`config.mk`:
```
export PLATFORM = sky130hd
export DESIGN_NAME = window_monitor_flat
export DESIGN_NICKNAME = d
export VERILOG_FILES = /design/src/rtl/window_monitor_pkg.sv /design/src/rtl/window_monitor_if.sv /design/src/rtl/window_classify.sv /design/src/rtl/window_monitor.sv /design/src/flat_wrapper.sv
export SDC_FILE = /design/constraint.sdc
export NUM_CORES = 1
export LEC_CHECK = 0
export BUFFER_PORTS_ARGS = -buffer_cell sky130_fd_sc_hd__buf_4
export CAP_MARGIN = 0
export CORE_UTILIZATION = 30
export CTS_BUF_LIST = sky130_fd_sc_hd__clkbuf_8
export DETAILED_ROUTE_END_ITERATION = 16
export MAX_ROUTING_LAYER = met4
export PLACE_DENSITY = 0.52
export SKIP_CTS_REPAIR_TIMING = 1
export SLEW_MARGIN = 20
export SYNTH_ARGS = -nofsm -noshare
export SYNTH_HDL_FRONTEND = slang
export SYNTH_SLANG_ARGS = --single-unit
export TNS_END_PERCENT = 10
```
`constraint.sdc`:
```
create_clock -name clk -period 2.4 [get_ports clk]
set_clock_uncertainty 0.2 [all_clocks]
set_input_delay 0 -clock clk [delete_from_list [all_inputs] [get_ports clk]]
set_output_delay 0 -clock clk [all_outputs]
set_load 0.01 [all_outputs]
```
`src/rtl/window_monitor_pkg.sv`:
```
// Shared types and helpers for the window monitor.
//   zone_t      : committed / raw zone encoding
//   EVT_*       : bit positions inside the packed event vector
//   zone_event  : maps a committed zone transition to its event pulse
package window_monitor_pkg;

  typedef enum logic [1:0] {
    ZONE_UNKNOWN = 2'd0,
    ZONE_BELOW   = 2'd1,
    ZONE_INSIDE  = 2'd2,
    ZONE_ABOVE   = 2'd3
  } zone_t;

  localparam int EVT_W       = 3;
  localparam int EVT_ENTER   = 0;
  localparam int EVT_EXIT_LO = 1;
  localparam int EVT_EXIT_HI = 2;

  // Only transitions touching INSIDE produce an event; BELOW<->ABOVE and
  // UNKNOWN->BELOW/ABOVE are silent.
  function automatic logic [EVT_W-1:0] zone_event(zone_t from_z, zone_t to_z);
    logic [EVT_W-1:0] e;
    e = '0;
    if (to_z == ZONE_INSIDE && from_z != ZONE_INSIDE) e[EVT_ENTER] = 1'b1;
    else if (from_z == ZONE_INSIDE && to_z == ZONE_BELOW) e[EVT_EXIT_LO] = 1'b1;
    else if (from_z == ZONE_INSIDE && to_z == ZONE_ABOVE) e[EVT_EXIT_HI] = 1'b1;
    return e;
  endfunction

endpackage

```
`src/rtl/window_monitor_if.sv`:
```
// Sample stream interface for the window monitor.
//   s_valid : sample valid (producer -> monitor)
//   s_ready : sample ready (monitor -> producer)
//   s_data  : N-bit unsigned sample
// Handshake: a sample transfers on a rising clk edge where s_valid and
// s_ready are both 1; s_data must be stable while s_valid is 1.
interface window_monitor_if #(parameter int N = 32);
  logic         s_valid;
  logic         s_ready;
  logic [N-1:0] s_data;

  modport master (output s_valid, output s_data, input  s_ready);
  modport slave  (input  s_valid, input  s_data, output s_ready);
endinterface

```
`src/rtl/window_classify.sv`:
```
// Purely combinational threshold classifier.
//   data_i : sample
//   lo_i   : lower threshold (equal counts as INSIDE)
//   hi_i   : upper threshold (equal counts as INSIDE)
//   zone_o : BELOW if data<lo, else ABOVE if data>hi, else INSIDE
module window_classify
  import window_monitor_pkg::*;
#(
  parameter int N = 32
) (
  input  logic [N-1:0] data_i,
  input  logic [N-1:0] lo_i,
  input  logic [N-1:0] hi_i,
  output zone_t        zone_o
);

  logic lt;
  logic gt;

  assign lt = data_i < lo_i;
  assign gt = data_i > hi_i;

  // lt wins over gt so a misconfigured window (lo>hi) still gives one answer.
  always_comb begin
    if (lt)      zone_o = ZONE_BELOW;
    else if (gt) zone_o = ZONE_ABOVE;
    else         zone_o = ZONE_INSIDE;
  end

endmodule

```
`src/rtl/window_monitor.sv`:
```
// Debounced window comparator.
//   clk, rstn         : clock, synchronous active-low reset
//   s (slave)         : sample stream, never back-pressures
//   thr_lo, thr_hi    : inclusive window thresholds
//   debounce          : extra agreeing samples required before a commit
//   zone              : committed zone (zone_t encoding)
//   evt_enter         : pulse on commit into INSIDE
//   evt_exit_lo/hi    : pulse on INSIDE->BELOW / INSIDE->ABOVE
//   cfg_err           : registered thr_lo > thr_hi
// Optional (WINDOW_MONITOR_MINMAX_EN): minmax_clr, min_val, max_val track
// the extrema of every stage-1 sample.
// Pipeline: stage 1 registers the raw zone, stage 2 debounces and commits,
// so with debounce=0 a sample accepted at t is reflected in zone at t+2.
module window_monitor
  import window_monitor_pkg::*;
#(
  parameter int N          = 32,
  parameter int DEBOUNCE_W = 4
) (
  input  logic                  clk,
  input  logic                  rstn,
  window_monitor_if.slave       s,
  input  logic [N-1:0]          thr_lo,
  input  logic [N-1:0]          thr_hi,
  input  logic [DEBOUNCE_W-1:0] debounce,
  output logic [1:0]            zone,
  output logic                  evt_enter,
  output logic                  evt_exit_lo,
  output logic                  evt_exit_hi,
  output logic                  cfg_err
`ifdef WINDOW_MONITOR_MINMAX_EN
  ,
  input  logic                  minmax_clr,
  output logic [N-1:0]          min_val,
  output logic [N-1:0]          max_val
`endif
);

  logic                  s_ready_q;
  logic                  v1_q;
  zone_t                 raw1_q;
  logic                  cfg_err_q;
  zone_t                 zone_q;
  zone_t                 cand_q, cand_d;
  logic [DEBOUNCE_W-1:0] run_q, run_d, run_inc;
  logic [EVT_W-1:0]      evt_q;
  logic                  commit;
  logic                  accept;
  zone_t                 raw_c;

  assign accept    = s.s_valid & s_ready_q;
  assign s.s_ready = s_ready_q;

  window_classify #(.N(N)) u_classify (
    .data_i (s.s_data),
    .lo_i   (thr_lo),
    .hi_i   (thr_hi),
    .zone_o (raw_c)
  );

  // The candidate is always the most recent raw zone seen by stage 2, so a
  // sample matching the committed zone breaks a run and a new run must
  // start from scratch. A config error drops the candidate back to zone.
  always_comb begin
    run_inc = (run_q == '1) ? run_q : run_q + DEBOUNCE_W'(1);
    run_d   = run_q;
    cand_d  = cand_q;
    commit  = 1'b0;
    if (cfg_err_q) begin
      run_d  = '0;
      cand_d = zone_q;
    end else if (v1_q) begin
      cand_d = raw1_q;
      if (raw1_q == zone_q) begin
        run_d = '0;
      end else begin
        run_d = (raw1_q == cand_q) ? run_inc : '0;
        if (run_d >= debounce) begin
          commit = 1'b1;
          run_d  = '0;
        end
      end
    end
  end

  always_ff @(posedge clk) begin
    if (!rstn) begin
      s_ready_q <= 1'b0;
      v1_q      <= 1'b0;
      raw1_q    <= ZONE_UNKNOWN;
      cfg_err_q <= 1'b0;
      zone_q    <= ZONE_UNKNOWN;
      cand_q    <= ZONE_UNKNOWN;
      run_q     <= '0;
      evt_q     <= '0;
    end else begin
      s_ready_q <= 1'b1;
      v1_q      <= accept;
      raw1_q    <= raw_c;
      cfg_err_q <= thr_lo > thr_hi;
      cand_q    <= cand_d;
      run_q     <= run_d;
      evt_q     <= '0;
      if (commit) begin
        zone_q <= raw1_q;
        evt_q  <= zone_event(zone_q, raw1_q);
      end
    end
  end

  assign zone        = zone_q;
  assign evt_enter   = evt_q[EVT_ENTER];
  assign evt_exit_lo = evt_q[EVT_EXIT_LO];
  assign evt_exit_hi = evt_q[EVT_EXIT_HI];
  assign cfg_err     = cfg_err_q;

`ifdef WINDOW_MONITOR_MINMAX_EN
  logic [N-1:0] data1_q;
  logic [N-1:0] min_q;
  logic [N-1:0] max_q;

  // Extrema follow the stage-1 sample, independent of cfg_err. A clear in
  // the same cycle as a stage-1 sample seeds both extrema with it.
  always_ff @(posedge clk) begin
    if (!rstn) begin
      data1_q <= '0;
      min_q   <= '1;
      max_q   <= '0;
    end else begin
      data1_q <= s.s_data;
      if (minmax_clr && v1_q) begin
        min_q <= data1_q;
        max_q <= data1_q;
      end else if (minmax_clr) begin
        min_q <= '1;
        max_q <= '0;
      end else if (v1_q) begin
        if (data1_q < min_q) min_q <= data1_q;
        if (data1_q > max_q) max_q <= data1_q;
      end
    end
  end

  assign min_val = min_q;
  assign max_val = max_q;
`endif

endmodule

```
`src/flat_wrapper.sv`:
```
// flat-port wrapper written by rule: the top's interface ports become plain ports
module window_monitor_flat import window_monitor_pkg::*;
#(
  parameter int N          = 32,
  parameter int DEBOUNCE_W = 4
)
  (clk, rstn, thr_lo, thr_hi, debounce, zone, evt_enter, evt_exit_lo, evt_exit_hi, cfg_err, s_s_valid, s_s_data, s_s_ready);
  window_monitor_if #(.N(N)) s_i ();
  input  logic clk;
  input  logic rstn;
  input  logic [N-1:0] thr_lo;
  input  logic [N-1:0] thr_hi;
  input  logic [DEBOUNCE_W-1:0] debounce;
  output logic [1:0] zone;
  output logic evt_enter;
  output logic evt_exit_lo;
  output logic evt_exit_hi;
  output logic cfg_err;
  input wire logic [$bits(s_i.s_valid)-1:0] s_s_valid;
  input wire logic [$bits(s_i.s_data)-1:0] s_s_data;
  output wire logic [$bits(s_i.s_ready)-1:0] s_s_ready;
  assign s_i.s_valid = s_s_valid;
  assign s_i.s_data = s_s_data;
  assign s_s_ready = s_i.s_ready;
  window_monitor #(.N(N), .DEBOUNCE_W(DEBOUNCE_W)) u_core (.clk(clk), .rstn(rstn), .s(s_i), .thr_lo(thr_lo), .thr_hi(thr_hi), .debounce(debounce), .zone(zone), .evt_enter(evt_enter), .evt_exit_lo(evt_exit_lo), .evt_exit_hi(evt_exit_hi), .cfg_err(cfg_err));
endmodule
```
==> impl_metrics.py <==
metrics = {
    "run_status": {
        "run_status": "finished with violations",
        "failed_checks": "negative setup slack",
    },
    "global_route": {
        "grt_max_degree": 11,
        "grt-ovfl-total": 0,
        "grt_pass1_vias": 3092,
        "grt_pass1_wl_mm": 13.7,
        "grt_use_total": 0.169,
        "antenna_found_initial": 0,
    },
    "route": {
        "routedWlPerCell_um": 12.8,
        "drc_errors": 0,
        "drtIter0Drc": 35,
        "dr.pass1.iters": 4,
        "drt_wl_total_mm": 8.31,
        "vias": 3083,
        "ant_nets": 0,
        "via_per_inst": 4.74,
    },
    "setup_path": {
        "critical_path_class": "register to register",
        "cp_num_cells": 11,
        "worstPathMaxFanout": 3,
        "cp.required_ns": 2.37,
        "cp_data_arrival_time_ns": 2.45,
        "crit_family": "simple AND/OR/NAND/NOR gates",
        "worstReg2RegStart": "u_core.run_q[1]",
        "cp.buffers_inverters": 0,
        "cpMaxStageDelayCell": "or4_4",
        "timing.critical_path.mode_cell": "a21o_1",
        "crit_path_start_kind": "register",
        "r2r_end": "u_core.evt_q[1]",
        "worstPathCellList": "ha_4 -> nand3_4 -> xor2_2 -> nand2_1 -> ha_1 -> nand2b_1 -> a21o_1 -> a21o_1 -> a21oi_2 -> or4_4 -> nor4b_4",
        "worstSetupEndpointType": "register",
        "rr_worst_depth": 11,
        "slowest_delay_ns": 0.51,
        "r2r_slack_ns": -0.07,
    },
    "power": {
        "ir_drop_v": 0.000153,
        "power_frac_comb": 0.520,
        "p_sw_mw": 0.376,
        "p_leak_nw": 2.30,
        "p_per_area_mw_per_mm2": 258,
        "internal_power_mw": 0.711,
        "switching_share": 0.346,
        "seq_power_share": 0.258,
        "finalPower_mw": 1.09,
        "clockPowerShare": 0.222,
    },
    "min_path": {
        "holdPathEnd": "u_core.raw1_q[1]",
        "min_path_cells": 4,
        "hold_path_class": "input pin to register",
        "min_from": "s_s_data[7]",
    },
    "placed_design": {
        "gp_congestion": 0.847,
        "hpwl_mm": 7.68,
        "io_buffers": 109,
    },
    "cells_and_area": {
        "antenna_cells": 0,
        "syn2layout_area_growth_pct": 39.1,
        "nets": 722,
        "drive_above_1_share": 0.261,
    },
    "timing": {
        "hold_viol": 0,
        "max_freq_mhz": 405,
        "rsz0062_at_grt": "yes",
        "layout_min_cycle_time_ns": 2.47,
        "tightest_slew_ns": 0.568,
        "setup_ws_ns": -0.0722,
        "period_share": 1.03,
        "slew_viol_final": 0,
        "setup_viol": 3,
        "fin_tns_setup_ns": -0.115,
        "slew_headroom": 0.612,
    },
    "synthesis": {
        "netlist_instances": 397,
        "synth_area_mm2": 0.00303,
        "ys_types": 44,
        "synth_area_leaders": "ha_1, dfxtp_1, inv_1",
        "syn-num-nets": 600,
        "synth_edf_count": 0,
        "synth_seq_cells": 16,
        "synth_ff_type": "dfxtp_1",
        "synth_top_cell_area_share": 0.413,
        "syn_area_per_cell_um2": 7.62,
        "yosys_warnings": 0,
        "ys_seq_area_frac": 0.106,
        "yosysMostFrequentCell": "ha_1",
        "synth_top_cell_by_area": "ha_1",
        "async_flop_share": 0,
        "ys_top_cells_by_count": "ha_1, inv_1, a21oi_1",
    },
    "floorplan": {
        "die_h_um": 102,
        "start_util": 0.310,
        "ios": 110,
        "die_width_um": 102,
        "rows": 36,
        "fp.coreArea_mm2": 0.00977,
        "die_area_mm2": 0.0105,
    },
    "clocking": {
        "cts_tree": "done",
        "clk_path_buf_depth": 2,
        "path_clk_slew_ns": 0.06,
        "cts_buffers": 3,
        "insertion_delay_ns": 0.25,
        "htree_levels": 1,
        "cts_root_buffer": "clkbuf_8",
        "clock-sinks": 16,
    },
    "job": {
        "maxCapViolations": 0,
    },
}
metrics by stage:
step / instances / area, um^2 / hold slack (ns) / setup slack, ns / utilization
6_report: 651 / 4210 / 0.0990 / -0.0722 / 0.431
5_1_grt: 651 / 4210 / 0.119 / -0.193 / 0.431
4_1_cts: 650 / 4170 / -0.272 / -0.169 / 0.426
3_5_place_dp: 646 / 4110 / -0.00175 / -0.144 / 0.421
3_3_place_gp: 646 / 4110 / -0.00214 / -0.0918 / 0.421
2_1_floorplan: 397 / 3070 / -0.172 / -0.0422 / -
sequential cells by signal, indices dropped and copies added, names as in the netlist:
register,flops
u_core.raw1_q,2
u_core.s.s_ready,1
u_core.run_q,4
u_core.v1_q,1
u_core.cand_q,2
u_core.zone,2
u_core.evt_q,3
u_core.cfg_err,1
layer usage:
layer | routed length, um | share of wire | GRT usage
met3 | 348 | 0.042 | 0.0192
met5 | 0 | 0 | -
met1 | 3730 | 0.45 | 0.200
met4 | 100 | 0.012 | 0.0363
met2 | 4120 | 0.50 | 0.306
worst max path at each step:
stage                     from               to  slack, ns
3_5_place_dp   u_core.run_q[1]  u_core.evt_q[1]      -0.14
3_3_place_gp   u_core.run_q[1]  u_core.evt_q[1]      -0.09
5_1_grt        u_core.run_q[1]  u_core.evt_q[1]      -0.19
4_1_cts        u_core.run_q[1]  u_core.evt_q[1]      -0.17
2_1_floorplan  u_core.run_q[1]  u_core.evt_q[1]      -0.04
6_report       u_core.run_q[1]  u_core.evt_q[1]      -0.07
cells in the final DEF (no fill, tap or decap), types with 3 or more instances in the layout:
cell / netlist / layout
a21oi_1: 41 / 40
inv_1: 71 / 71
a22o_1: 4 / 4
nand4_1: 13 / 13
a21o_1: 6 / 6
and4_1: 3 / 3
dfxtp_1: 16 / 14
buf_4: 1 / 119
o21ai_0: 15 / 15
nand3_1: 12 / 11
nor3_1: 11 / 10
nor4_1: 3 / 3
mux2i_1: 5 / 5
clkbuf_8: 0 / 4
ha_1: 100 / 99
nor2_1: 18 / 18
a211oi_1: 3 / 3
nand2_1: 35 / 35
cell type report:
cell class,count,area [um^2]
Clock buffer,4,55.1
Fill cell,1015,5560
Inverter,71,267
Multi-Input combinational cell,306,2480
Sequential cell,16,328
Tap cell,133,166
Timing Repair Buffer,121,913
power by group through the flow:
| stage | registers, mW | clock network [mW] | logic (mW) |
|---|---|---|---|
| 2_1_floorplan | 0.282 | 0 | 0.313 |
| 4_1_cts | 0.280 | 0.253 | 0.570 |
| 6_report | 0.280 | 0.242 | 0.566 |
| 5_1_grt | 0.282 | 0.263 | 0.655 |
| 3_5_place_dp | 0.286 | 0 | 0.567 |
| 3_3_place_gp | 0.286 | 0 | 0.555 |
kinds of logic (layout without fill, tap and decap cells):
group / Yosys count / in the layout / synth area share
AOI/OAI and AO/OA: 86 / 86 / 0.175
DFF: 16 / 16 / 0.106
xor gates and xnor gates: 5 / 5 / 0.0145
adders and majority gates: 100 / 100 / 0.413
and+or+nand+nor: 110 / 110 / 0.179
muxes: 5 / 5 / 0.0165
buffers and inverters: 75 / 196 / 0.0951
worst register-to-register path, delay by kind of cell (launching register included):
kind | cells | cell delay (ns)
and+or+nand+nor | 5 | 0.97
adders and majority gates | 2 | 0.42
DFF | 1 | 0.35
AOI/OAI and AO/OA | 3 | 0.27
xor gates and xnor gates | 1 | 0.16
(Power assumes the default switching activity.)
